## config.mk

```make
export PLATFORM = sky130hd
export DESIGN_NAME = mem_writer_fifo_flat
export DESIGN_NICKNAME = d
export VERILOG_FILES = /design/src/rtl/mem_writer_pkg.sv /design/src/rtl/mem_writer_fifo_if.sv /design/src/rtl/sync_fifo.sv /design/src/rtl/mem_writer_fifo.sv /design/src/flat_wrapper.sv
export SDC_FILE = /design/constraint.sdc
export NUM_CORES = 1
export LEC_CHECK = 0
export ABC_AREA = 1
export ABC_CLOCK_PERIOD_IN_PS = 12800
export BUFFER_PORTS_ARGS = -buffer_cell sky130_fd_sc_hd__buf_4
export CORE_ASPECT_RATIO = 1.75
export CORE_MARGIN = 2
export CORE_UTILIZATION = 45
export DETAILED_ROUTE_END_ITERATION = 16
export PLACE_DENSITY_LB_ADDON = 0.1
export SLEW_MARGIN = 20
export SYNTH_ARGS = -nofsm -noshare
export SYNTH_HDL_FRONTEND = slang
export SYNTH_SLANG_ARGS = --single-unit
```

## constraint.sdc

```tcl
create_clock -name clk -period 12.8 [get_ports clk]
set_input_delay 0.64 -clock clk [delete_from_list [all_inputs] [get_ports clk]]
set_output_delay 0.64 -clock clk [all_outputs]
set_load 0.02 [all_outputs]
```

## src/rtl/mem_writer_pkg.sv

```systemverilog
// mem_writer_pkg: shared widths, depth and FSM state type for the buffered memory writer
package mem_writer_pkg;
  localparam int ADDR_W = 32;
  localparam int DATA_W = 32;
  localparam int DEPTH = 4;
  localparam int CNT_W = 16;
  localparam int STRB_W = DATA_W / 8;
  localparam int PTR_W = $clog2(DEPTH);
  typedef enum logic [1:0] {IDLE, RUN, DRAIN, DONE} state_t;
endpackage

```

## src/rtl/mem_writer_fifo_if.sv

```systemverilog
// mem_writer_fifo_if: control (run/abort/length/busy/done/written), address stream, data stream and memory write port
interface mem_writer_fifo_if;
  import mem_writer_pkg::*;
  logic run, abort, busy, done;
  logic [CNT_W-1:0] length, written;
  logic gen_valid, gen_ready;
  logic [ADDR_W-1:0] gen_addr;
  logic data_valid, data_ready;
  logic [DATA_W-1:0] data_in;
  logic [STRB_W-1:0] data_strb;
  logic mem_valid, mem_ready;
  logic [ADDR_W-1:0] mem_addr;
  logic [DATA_W-1:0] mem_data;
  logic [STRB_W-1:0] mem_strb;
  modport master (
    input run, abort, length, gen_valid, gen_addr, data_valid, data_in, data_strb, mem_ready,
    output busy, done, written, gen_ready, data_ready, mem_valid, mem_addr, mem_data, mem_strb
  );
  modport slave (
    output run, abort, length, gen_valid, gen_addr, data_valid, data_in, data_strb, mem_ready,
    input busy, done, written, gen_ready, data_ready, mem_valid, mem_addr, mem_data, mem_strb
  );
endinterface

```

## src/rtl/sync_fifo.sv

```systemverilog
// sync_fifo: first-word-fall-through FIFO; ports clk, rst, flush, push/din, pop/dout, full, empty
module sync_fifo #(
  parameter int WIDTH = 8,
  parameter int DEPTH = 4
) (
  input  logic             clk,
  input  logic             rst,
  input  logic             flush,
  input  logic             push,
  input  logic [WIDTH-1:0] din,
  input  logic             pop,
  output logic [WIDTH-1:0] dout,
  output logic             full,
  output logic             empty
);
  localparam int PW = $clog2(DEPTH);
  logic [WIDTH-1:0] mem [DEPTH];
  logic [PW:0] wp, rp;
  logic do_push, do_pop;
  assign full = (wp[PW] != rp[PW]) && (wp[PW-1:0] == rp[PW-1:0]);
  assign empty = wp == rp;
  assign dout = mem[rp[PW-1:0]];
  assign do_push = push && !full && !flush;
  assign do_pop = pop && !empty && !flush;
  always_ff @(posedge clk or posedge rst)
    if (rst) begin
      wp <= '0;
      rp <= '0;
    end else if (flush) begin
      wp <= '0;
      rp <= '0;
    end else begin
      wp <= wp + (PW+1)'(do_push);
      rp <= rp + (PW+1)'(do_pop);
    end
  always_ff @(posedge clk)
    if (do_push) mem[wp[PW-1:0]] <= din;
endmodule

```

## src/rtl/mem_writer_fifo.sv

```systemverilog
// mem_writer_fifo: pairs buffered address and data streams into counted, strobed memory writes with done pulse
module mem_writer_fifo
  import mem_writer_pkg::*;
(
  input logic clk,
  input logic rst,
  mem_writer_fifo_if.master bus
);
  state_t state, state_n;
  logic [CNT_W-1:0] len, addr_acc, data_acc;
  logic a_full, a_empty, d_full, d_empty, push_a, push_d, load, acc, start;
  logic [ADDR_W-1:0] a_out;
  logic [DATA_W+STRB_W-1:0] d_out;
  assign bus.gen_ready = state == RUN && !a_full && addr_acc < len;
  assign bus.data_ready = state == RUN && !d_full && data_acc < len;
  assign bus.busy = state != IDLE;
  assign bus.done = state == DONE;
  assign push_a = bus.gen_valid && bus.gen_ready;
  assign push_d = bus.data_valid && bus.data_ready;
  assign acc = bus.mem_valid && bus.mem_ready;
  assign load = !a_empty && !d_empty && (!bus.mem_valid || bus.mem_ready);
  assign start = state == IDLE && bus.run && !bus.abort;
  sync_fifo #(.WIDTH(ADDR_W), .DEPTH(DEPTH)) u_addr_fifo (
    .clk(clk), .rst(rst), .flush(bus.abort), .push(push_a), .din(bus.gen_addr),
    .pop(load), .dout(a_out), .full(a_full), .empty(a_empty)
  );
  sync_fifo #(.WIDTH(DATA_W+STRB_W), .DEPTH(DEPTH)) u_data_fifo (
    .clk(clk), .rst(rst), .flush(bus.abort), .push(push_d), .din({bus.data_in, bus.data_strb}),
    .pop(load), .dout(d_out), .full(d_full), .empty(d_empty)
  );
  always_comb
    state_n = bus.abort ? IDLE :
              state == IDLE  ? (bus.run ? (bus.length == '0 ? DONE : RUN) : IDLE) :
              state == RUN   ? (addr_acc == len && data_acc == len ? DRAIN : RUN) :
              state == DRAIN ? (bus.written == len ? DONE : DRAIN) : IDLE;
  always_ff @(posedge clk or posedge rst)
    if (rst) begin
      state <= IDLE;
      len <= '0;
      addr_acc <= '0;
      data_acc <= '0;
      bus.written <= '0;
      bus.mem_valid <= 1'b0;
      bus.mem_addr <= '0;
      bus.mem_data <= '0;
      bus.mem_strb <= '0;
    end else begin
      state <= state_n;
      if (start) begin
        len <= bus.length;
        addr_acc <= '0;
        data_acc <= '0;
        bus.written <= '0;
      end else if (!bus.abort) begin
        addr_acc <= addr_acc + CNT_W'(push_a);
        data_acc <= data_acc + CNT_W'(push_d);
        bus.written <= bus.written + CNT_W'(acc);
      end
      if (bus.abort) bus.mem_valid <= 1'b0;
      else if (load) begin
        bus.mem_valid <= 1'b1;
        {bus.mem_addr, bus.mem_data, bus.mem_strb} <= {a_out, d_out};
      end else if (bus.mem_ready) bus.mem_valid <= 1'b0;
    end
endmodule
```

## src/flat_wrapper.sv

```systemverilog
// flat-port wrapper written by rule: the top's interface ports become plain ports
module mem_writer_fifo_flat import mem_writer_pkg::*;
  (clk, rst, bus_run, bus_abort, bus_length, bus_gen_valid, bus_gen_addr, bus_data_valid, bus_data_in, bus_data_strb, bus_mem_ready, bus_busy, bus_done, bus_written, bus_gen_ready, bus_data_ready, bus_mem_valid, bus_mem_addr, bus_mem_data, bus_mem_strb);
  mem_writer_fifo_if bus_i ();
  input logic clk;
  input logic rst;
  input wire logic [$bits(bus_i.run)-1:0] bus_run;
  input wire logic [$bits(bus_i.abort)-1:0] bus_abort;
  input wire logic [$bits(bus_i.length)-1:0] bus_length;
  input wire logic [$bits(bus_i.gen_valid)-1:0] bus_gen_valid;
  input wire logic [$bits(bus_i.gen_addr)-1:0] bus_gen_addr;
  input wire logic [$bits(bus_i.data_valid)-1:0] bus_data_valid;
  input wire logic [$bits(bus_i.data_in)-1:0] bus_data_in;
  input wire logic [$bits(bus_i.data_strb)-1:0] bus_data_strb;
  input wire logic [$bits(bus_i.mem_ready)-1:0] bus_mem_ready;
  output wire logic [$bits(bus_i.busy)-1:0] bus_busy;
  output wire logic [$bits(bus_i.done)-1:0] bus_done;
  output wire logic [$bits(bus_i.written)-1:0] bus_written;
  output wire logic [$bits(bus_i.gen_ready)-1:0] bus_gen_ready;
  output wire logic [$bits(bus_i.data_ready)-1:0] bus_data_ready;
  output wire logic [$bits(bus_i.mem_valid)-1:0] bus_mem_valid;
  output wire logic [$bits(bus_i.mem_addr)-1:0] bus_mem_addr;
  output wire logic [$bits(bus_i.mem_data)-1:0] bus_mem_data;
  output wire logic [$bits(bus_i.mem_strb)-1:0] bus_mem_strb;
  assign bus_i.run = bus_run;
  assign bus_i.abort = bus_abort;
  assign bus_i.length = bus_length;
  assign bus_i.gen_valid = bus_gen_valid;
  assign bus_i.gen_addr = bus_gen_addr;
  assign bus_i.data_valid = bus_data_valid;
  assign bus_i.data_in = bus_data_in;
  assign bus_i.data_strb = bus_data_strb;
  assign bus_i.mem_ready = bus_mem_ready;
  assign bus_busy = bus_i.busy;
  assign bus_done = bus_i.done;
  assign bus_written = bus_i.written;
  assign bus_gen_ready = bus_i.gen_ready;
  assign bus_data_ready = bus_i.data_ready;
  assign bus_mem_valid = bus_i.mem_valid;
  assign bus_mem_addr = bus_i.mem_addr;
  assign bus_mem_data = bus_i.mem_data;
  assign bus_mem_strb = bus_i.mem_strb;
  mem_writer_fifo u_core (.clk(clk), .rst(rst), .bus(bus_i));
endmodule
```

==> results of run 1 <==
==> cell usage after synthesis, types with 2 or more instances <==
| master | number | area (um^2) |
|---|---|---|
| nor2_1 | 253 | 950 |
| o32ai_1 | 36 | 315 |
| dfrtp_1 | 147 | 3680 |
| ha_1 | 46 | 576 |
| clkbuf_1 | 46 | 173 |
| inv_1 | 118 | 443 |
| nand2_1 | 397 | 1490 |
| nand4_1 | 23 | 144 |
| a21oi_1 | 37 | 185 |
| buf_2 | 15 | 75.1 |
| nor3_1 | 18 | 90.1 |
| o21ai_1 | 5 | 25.0 |
| buf_6 | 2 | 22.5 |
| a31oi_1 | 5 | 31.3 |
| nor2_2 | 4 | 25.0 |
| xnor2_1 | 9 | 78.8 |
| nand3_1 | 31 | 155 |
| nor4_1 | 2 | 12.5 |
| buf_1 | 4 | 15.0 |
| nor3b_1 | 3 | 22.5 |
| edfxtp_1 | 272 | 8170 |
| o21ai_0 | 147 | 736 |
| inv_2 | 5 | 18.8 |
| buf_4 | 3 | 22.5 |
| o22ai_1 | 32 | 200 |
==> worst max-delay path: cells and delay by family, from the launching register on <==
family / cells / cell delay, ns
adders and majority gates: 1 / 0.30
and+or+nand+nor: 5 / 0.90
DFF: 1 / 0.37
buffers and inverters: 4 / 0.38
==> metal layers <==
layer,track usage [%],part of all wire [%],routed length [um],up-vias
li1,-,-,-,6013
met1,25.6,39,17300,6076
met2,39.6,53,23300,272
met3,3.23,4.2,1840,88
met4,8.13,3.4,1510,0
met5,0,0,0,-
==> sequential cells by signal (all words and copies together) (netlist names) <==
register                cells
u_core.u_data_fifo.mem    144
u_core.u_addr_fifo.mem    128
u_core.bus.mem_addr        32
u_core.bus.mem_data        32
u_core.addr_acc            16
u_core.bus.written         16
u_core.data_acc            16
u_core.len                 16
u_core.bus.mem_strb         4
u_core.u_addr_fifo.rp       3
u_core.u_addr_fifo.wp       3
u_core.u_data_fifo.rp       3
u_core.u_data_fifo.wp       3
u_core.state                2
u_core.bus.mem_valid        1
==> power by group through the flow <==
stage                     Combinational, mW  Sequential, mW  Clock [mW]
after floorplan                       0.264            1.67           0
after global placement                0.521            1.64           0
after detailed placement              0.530            1.64           0
after CTS                             0.532            1.61        1.28
after global routing                  0.592            1.62        1.33
final                                 0.522            1.61        1.25
==> cell usage in the layout (no fill, tap or decap), types with 23 or more instances in the layout <==
| cell type | netlist | routed |
|---|---|---|
| nor2_1 | 253 | 245 |
| edfxtp_1 | 272 | 272 |
| nand2_1 | 397 | 397 |
| dfrtp_1 | 147 | 144 |
| clkbuf_16 | 0 | 42 |
| o32ai_1 | 36 | 36 |
| ha_1 | 46 | 46 |
| o21ai_0 | 147 | 147 |
| nand4_1 | 23 | 23 |
| a21oi_1 | 37 | 37 |
| o22ai_1 | 32 | 32 |
| nand3_1 | 31 | 30 |
| inv_1 | 118 | 117 |
| buf_4 | 3 | 193 |
==> worst paths after layout <==
kind | slack (ns) | cells after the start | to
max | 9.67 | 10 | bus_data_ready
min | 0.25 | 2 | u_core.bus.mem_data[22]$_DFFE_PP0P_
min in group clk | 0.29 | 1 | u_core.u_addr_fifo.mem[1][10]$_DFFE_PP_
max in group asynchronous | 11.01 | 3 | u_core.u_addr_fifo.rp[0]$_DFF_PP0_
min reg2reg | 0.48 | 2 | u_core.bus.mem_addr[27]$_DFFE_PP0P_
max reg2reg | 9.69 | 8 | u_core.u_addr_fifo.mem[2][18]$_DFFE_PP_
==> layout make-up <==
class	count	share of cell area, %
flip-flops and latches	419	56.5
multi-input cells	1057	24.7
repair buffers	194	7.00
clock buffers	54	5.46
well taps	490	2.92
inverters	123	2.23
clock inverters	20	1.20
diodes	1	0.0119
==> logic make-up (layout without fill, tap and decap cells) <==
| family | count (synthesis) | count (layout) | share of synthesized area [%] |
|---|---|---|---|
| XOR/XNOR | 10 | 10 | 0.494 |
| AO/OA/AOI/OAI | 266 | 266 | 8.60 |
| other | 0 | 1 | 0 |
| buffers and inverters | 193 | 391 | 4.34 |
| flip-flops | 419 | 419 | 66.8 |
| AND/OR/NAND/NOR | 735 | 735 | 16.6 |
| adder cells (fa/ha/maj) | 46 | 46 | 3.24 |
==> results.yml, run 1 <==
grt:
  grt_pass1_vias: 12600
  overflow: 0
  grt_usage_pct: 21.6
  grt_pass1_wl_mm: 69.0
  grt_max_degree: 85
  antenna_found_initial: 1
drt:
  drt_iter0_markers: 736
  finalWirelength_mm: 44.0
  drc: 0
  ant_nets: 0
  num_vias: 12400
  dr.pass1.iters: 5
  via_per_inst: 5.28
  post_drt_wl_per_cell_um: 18.6
timing:
  slew_headroom_pct: 27.7
  worstMarginPinSlew_ns: 1.08
  tns_ns: 0
  fin_ws_ns: 9.67
  clock_skew_ns: 0.0166
  fin_crit_ns: 3.13
  finalMaxSlewViolations: 0
  timing.fmax_mhz: 319
  finalCritPeriodShare_pct: 24.5
  finalHoldViolCount: 0
  setup_viol: 0
  whs_ns: 0.251
  rsz0062_at_grt: "false"
power_and_ir_drop:
  combinationalPowerShare_pct: 15.4
  pwr-share-seq_pct: 47.6
  power_mw: 3.38
  p_leak_nw: 8.96
  ir_worst_vdd_mv: 0.133
  power_density_nw_per_um2: 161
  sw_frac_of_total_pct: 26.9
  clkPwrFrac_pct: 37.0
  p_int_mw: 2.47
  p_sw_mw: 0.912
synth:
  ys_types: 34
  seq_area_frac_synth_pct: 66.8
  synth_ff_type: "edfxtp_1"
  synth_warnings: 0
  syn_inst: 1669
  async_flop_share_pct: 35.1
  mappedNetlistNets: 1806
  synthesis.area_um2: 17700
  ys_ff_latch: 419
  synth_edf_count: 272
  avgSynthCellArea_um2: 10.6
critical_path:
  crit_required_ns: 12.16
  cp_common_cell: "nand2_1"
  critical_path.slowest_cell: "nor3_1"
  endpoint_kind: "output port"
  cp_cell_sequence: "inv_1 -> ha_1 -> nand2_1 -> inv_1 -> nand2_1 -> nor3_1 -> nand2_1 -> nand2_1 -> inv_1 -> buf_4"
  worstSetupStartpointType: "register"
  path_max_fanout: 3
  crit_start: "u_core.len[14]$_DFFE_PP0P_"
  cp.arrival_ns: 2.49
  cp_slowest_stage_delay_ns: 0.47
  crit_type: "reg -> out"
  timing.rr.start: "u_core.addr_acc[13]$_DFFE_PP0P_"
cts:
  post-cts-setup-buffers: 0
  postCtsResizedCells: 0
  clkSlewWorstSetupHoldPaths_ns: 0.06
  cts_root_buf: "clkbuf_16"
  clock_sinks: 419
  cts_htree_levels: 2
  numCtsBuffers: 40
  tritoncts: "done"
  insertion_delay_ns: 0.55
  cts_buffer_depth: 3
  cts_hold_buf: 0
placement:
  place_ws_ns: 9.60
  placed_area_um2: 19600
  gp_congestion: 0.852
  dp.cells: 2282
  hpwl_mm: 27.9
  io_buffers: 179
floorplanning:
  fp.coreArea_um2: 39000
  die_x_um: 154
  ioPinCount: 180
  dieArea_um2: 41100
  start_util_pct: 45.4
  fp.dieH_um: 267
  rows: 96
status:
  outcome: "finished clean"
finish:
  stdcell_area_um2: 21000
  multi_input_area_um2: 5190
  syn2layout_area_growth_pct: 18.3
  fillers: 3423
  seqCellArea_um2: 11900
  post-route-util_pct: 53.8
  fin_nets: 1972
  drive_above_1_share_pct: 15.1
  finalNonFillerCells: 2358
flow_run:
  cap_violations: 0
hold_path:
  hp-class: "in -> async"
(Power assumes the default switching activity.)
==> run 2, diff against run 1 <==
--- a/config.mk
+++ b/config.mk
@@ -6,7 +6,7 @@
 export NUM_CORES = 1
 export LEC_CHECK = 0
 export ABC_AREA = 1
-export ABC_CLOCK_PERIOD_IN_PS = 12800
+export ABC_CLOCK_PERIOD_IN_PS = 3200
 export BUFFER_PORTS_ARGS = -buffer_cell sky130_fd_sc_hd__buf_4
 export CORE_ASPECT_RATIO = 1.75
 export CORE_MARGIN = 2
==> constraint.sdc (replaced) <==
create_clock -name clk -period 3.2 [get_ports clk]
set_input_delay 0.16 -clock clk [delete_from_list [all_inputs] [get_ports clk]]
set_output_delay 0.16 -clock clk [all_outputs]
set_load 0.02 [all_outputs]
==> run 2 against run 1 <==
Effect of this change:
- global-route usage is 0.47 points lower
- first-iteration DRC count is 9.0% lower
- count of clock-buffer cells in the layout decreased by 2
- combinational power grew to 4.1 times the previous value
- utilization increased by 2.9 points
- register-to-register slack got worse by 9.4 ns
- sequential power rose to 4.0 times the previous value
- critical path type is now reg -> reg
==> results.yml, run 2 (synthesized netlist as in run 1, its figures left out) <==
floorplanning:
  rows: 96
  fp.coreArea_um2: 39000
  dieArea_um2: 41100
  ioPinCount: 180
  start_util_pct: 45.4
  die_x_um: 154
  fp.dieH_um: 267
timing:
  finalHoldViolCount: 0
  fin_crit_ns: 2.87
  slew_headroom_pct: 45.8
  finalCritPeriodShare_pct: 89.6
  setup_viol: 0
  timing.fmax_mhz: 349
  worstMarginPinSlew_ns: 0.813
  rsz0062_at_grt: "false"
  finalMaxSlewViolations: 0
  clock_skew_ns: 0.0227
  whs_ns: 0.160
cts:
  post-cts-setup-buffers: 0
  insertion_delay_ns: 0.56
  cts_root_buf: "clkbuf_16"
  numCtsBuffers: 41
  tritoncts: "done"
  clock_sinks: 419
  cts_htree_levels: 2
  cts_buffer_depth: 3
  clkSlewWorstSetupHoldPaths_ns: 0.06
drt:
  ant_nets: 0
  via_per_inst: 5.16
  num_vias: 12700
  dr.pass1.iters: 4
  drc: 0
  drt_iter0_markers: 670
  post_drt_wl_per_cell_um: 17.3
  finalWirelength_mm: 42.7
critical_path:
  rrSetupSlack_ns: 0.33
  path_max_fanout: 4
  cp.arrival_ns: 3.29
  crit_required_ns: 3.63
  critical_path.slowest_cell: "dfrtp_1"
  path_delay_family: "simple AND/OR/NAND/NOR gates"
  r2r_cells: 21
  path_buf_inv: 3
  cp_cell_sequence: "inv_1 -> ha_1 -> nand2_1 -> inv_1 -> nand2_1 -> nand2_1 -> nand2_1 -> nand2_1 -> nor2_1 -> nand2_1 -> nor2_1 -> ha_1 -> nand2_1 -> nor2_4 -> nand2_1 -> nor2_2 -> inv_1 -> nor2_2 -> nand3_1 -> nand2_1 -> nor2_1"
  worstSetupStartpointType: "register"
  crit_type: "reg -> reg"
  endpoint_kind: "register"
  r2r_end: "u_core.data_acc[15]$_DFFE_PP0P_"
  timing.rr.start: "u_core.len[7]$_DFFE_PP0P_"
  cp_common_cell: "nand2_1"
  cp_slowest_stage_delay_ns: 0.39
finish:
  fin_nets: 2077
  fillers: 3323
  largest_reg_flops: 144
  post-route-util_pct: 56.7
  syn2layout_area_growth_pct: 24.7
  drive_above_1_share_pct: 15.6
  stdcell_area_um2: 22100
  layout.cells.most_common: "nand2_1"
  layout_common_cells: "nand2_1 (397), edfxtp_1 (272), nor2_1 (243)"
power_and_ir_drop:
  p_leak_nw: 9.44
  power_density_nw_per_um2: 613
  ir_worst_vdd_mv: 0.439
grt:
  grt_pass1_vias: 13000
  grt_pass1_wl_mm: 68.2
  grt_usage_pct: 21.1
  grt_max_degree: 75
  overflow: 0
  antenna_found_initial: 3
hold_path:
  hp-class: "in -> async"
placement:
  gp_congestion: 0.817
  placed_area_um2: 19800
  io_buffers: 179
  hpwl_mm: 27.5
status:
  outcome: "finished clean"
flow_run:
  cap_violations: 0
==> run 2: what timing repair did <==
| action | 4_1_cts | 5_1_grt |
|---|---|---|
| endpoints found under the setup margin | 0 | 5 |
| resized for setup | 0 | 3 |
| endpoints found under the hold margin | 318 | 0 |
| hold buffers | 88 | 0 |
==> run 2: final cells by class <==
class / count / area, um^2 / area share (%)
Clock inverter: 24 / 250 / 1.13
Timing Repair Buffer: 298 / 2570 / 11.6
Inverter: 123 / 465 / 2.10
Clock buffer: 52 / 1170 / 5.29
Multi-Input combinational cell: 1057 / 5190 / 23.5
Antenna cell: 3 / 7.51 / 0.0339
Sequential cell: 419 / 11900 / 53.6
Tap cell: 490 / 613 / 2.77
==> run 2: how the worst max path moves through the flow <==
stage                                         start                                      to  slack (ns)  cells after the start
global route             u_core.len[14]$_DFFE_PP0P_          u_core.data_acc[7]$_DFFE_PP0P_        0.01                     20
finish                    u_core.len[7]$_DFFE_PP0P_         u_core.data_acc[15]$_DFFE_PP0P_        0.33                     21
global placement         u_core.len[14]$_DFFE_PP0P_          u_core.data_acc[9]$_DFFE_PP0P_        0.38                     21
floorplan           u_core.data_acc[14]$_DFFE_PP0P_  u_core.u_data_fifo.mem[0][0]$_DFFE_PP_       -0.08                     10
CTS                       u_core.len[7]$_DFFE_PP0P_          u_core.data_acc[9]$_DFFE_PP0P_        0.28                     21
detailed placement        u_core.len[7]$_DFFE_PP0P_          u_core.data_acc[9]$_DFFE_PP0P_        0.32                     21
==> run 2: tightest hold or removal path: stages <==
cell	delay [ns]
dlygate4sd3_1	0.56
buf_4	0.15
clkinvlp_4	0.24
==> run 2: through the flow <==
| stage | power (mW) | setup TNS [ns] | worst slack (ns) | instances |
|---|---|---|---|---|
| finish | 13.6 | 0 | 0.334 | 2466 |
| global route | 14.2 | 0 | 0.0121 | 2466 |
| CTS | 13.7 | 0 | 0.277 | 2463 |
| detailed placement | 8.64 | 0 | 0.323 | 2299 |
| global placement | 8.60 | 0 | 0.379 | 2299 |
| floorplan | 7.75 | -11.63 | -0.0808 | 1669 |
==> run 2: metal layers <==
metal / vias to the layer above / global-route usage [%] / wire length, um
li1: 6238 / - / -
met4: 0 / 6.79 / 1060
met2: 223 / 40.7 / 23300
met1: 6188 / 23.9 / 16800
met3: 70 / 2.81 / 1550
met5: - / 0 / 0
==> run 2: power breakdown <==
part | leakage (nW) | switching [mW] | internal [mW] | total [mW]
Clock | 0.701 | 2.10 | 2.87 | 4.97
Sequential | 4.46 | 0.251 | 6.18 | 6.43
Combinational | 4.28 | 1.31 | 0.854 | 2.16
Total | 9.44 | 3.66 | 9.91 | 13.6
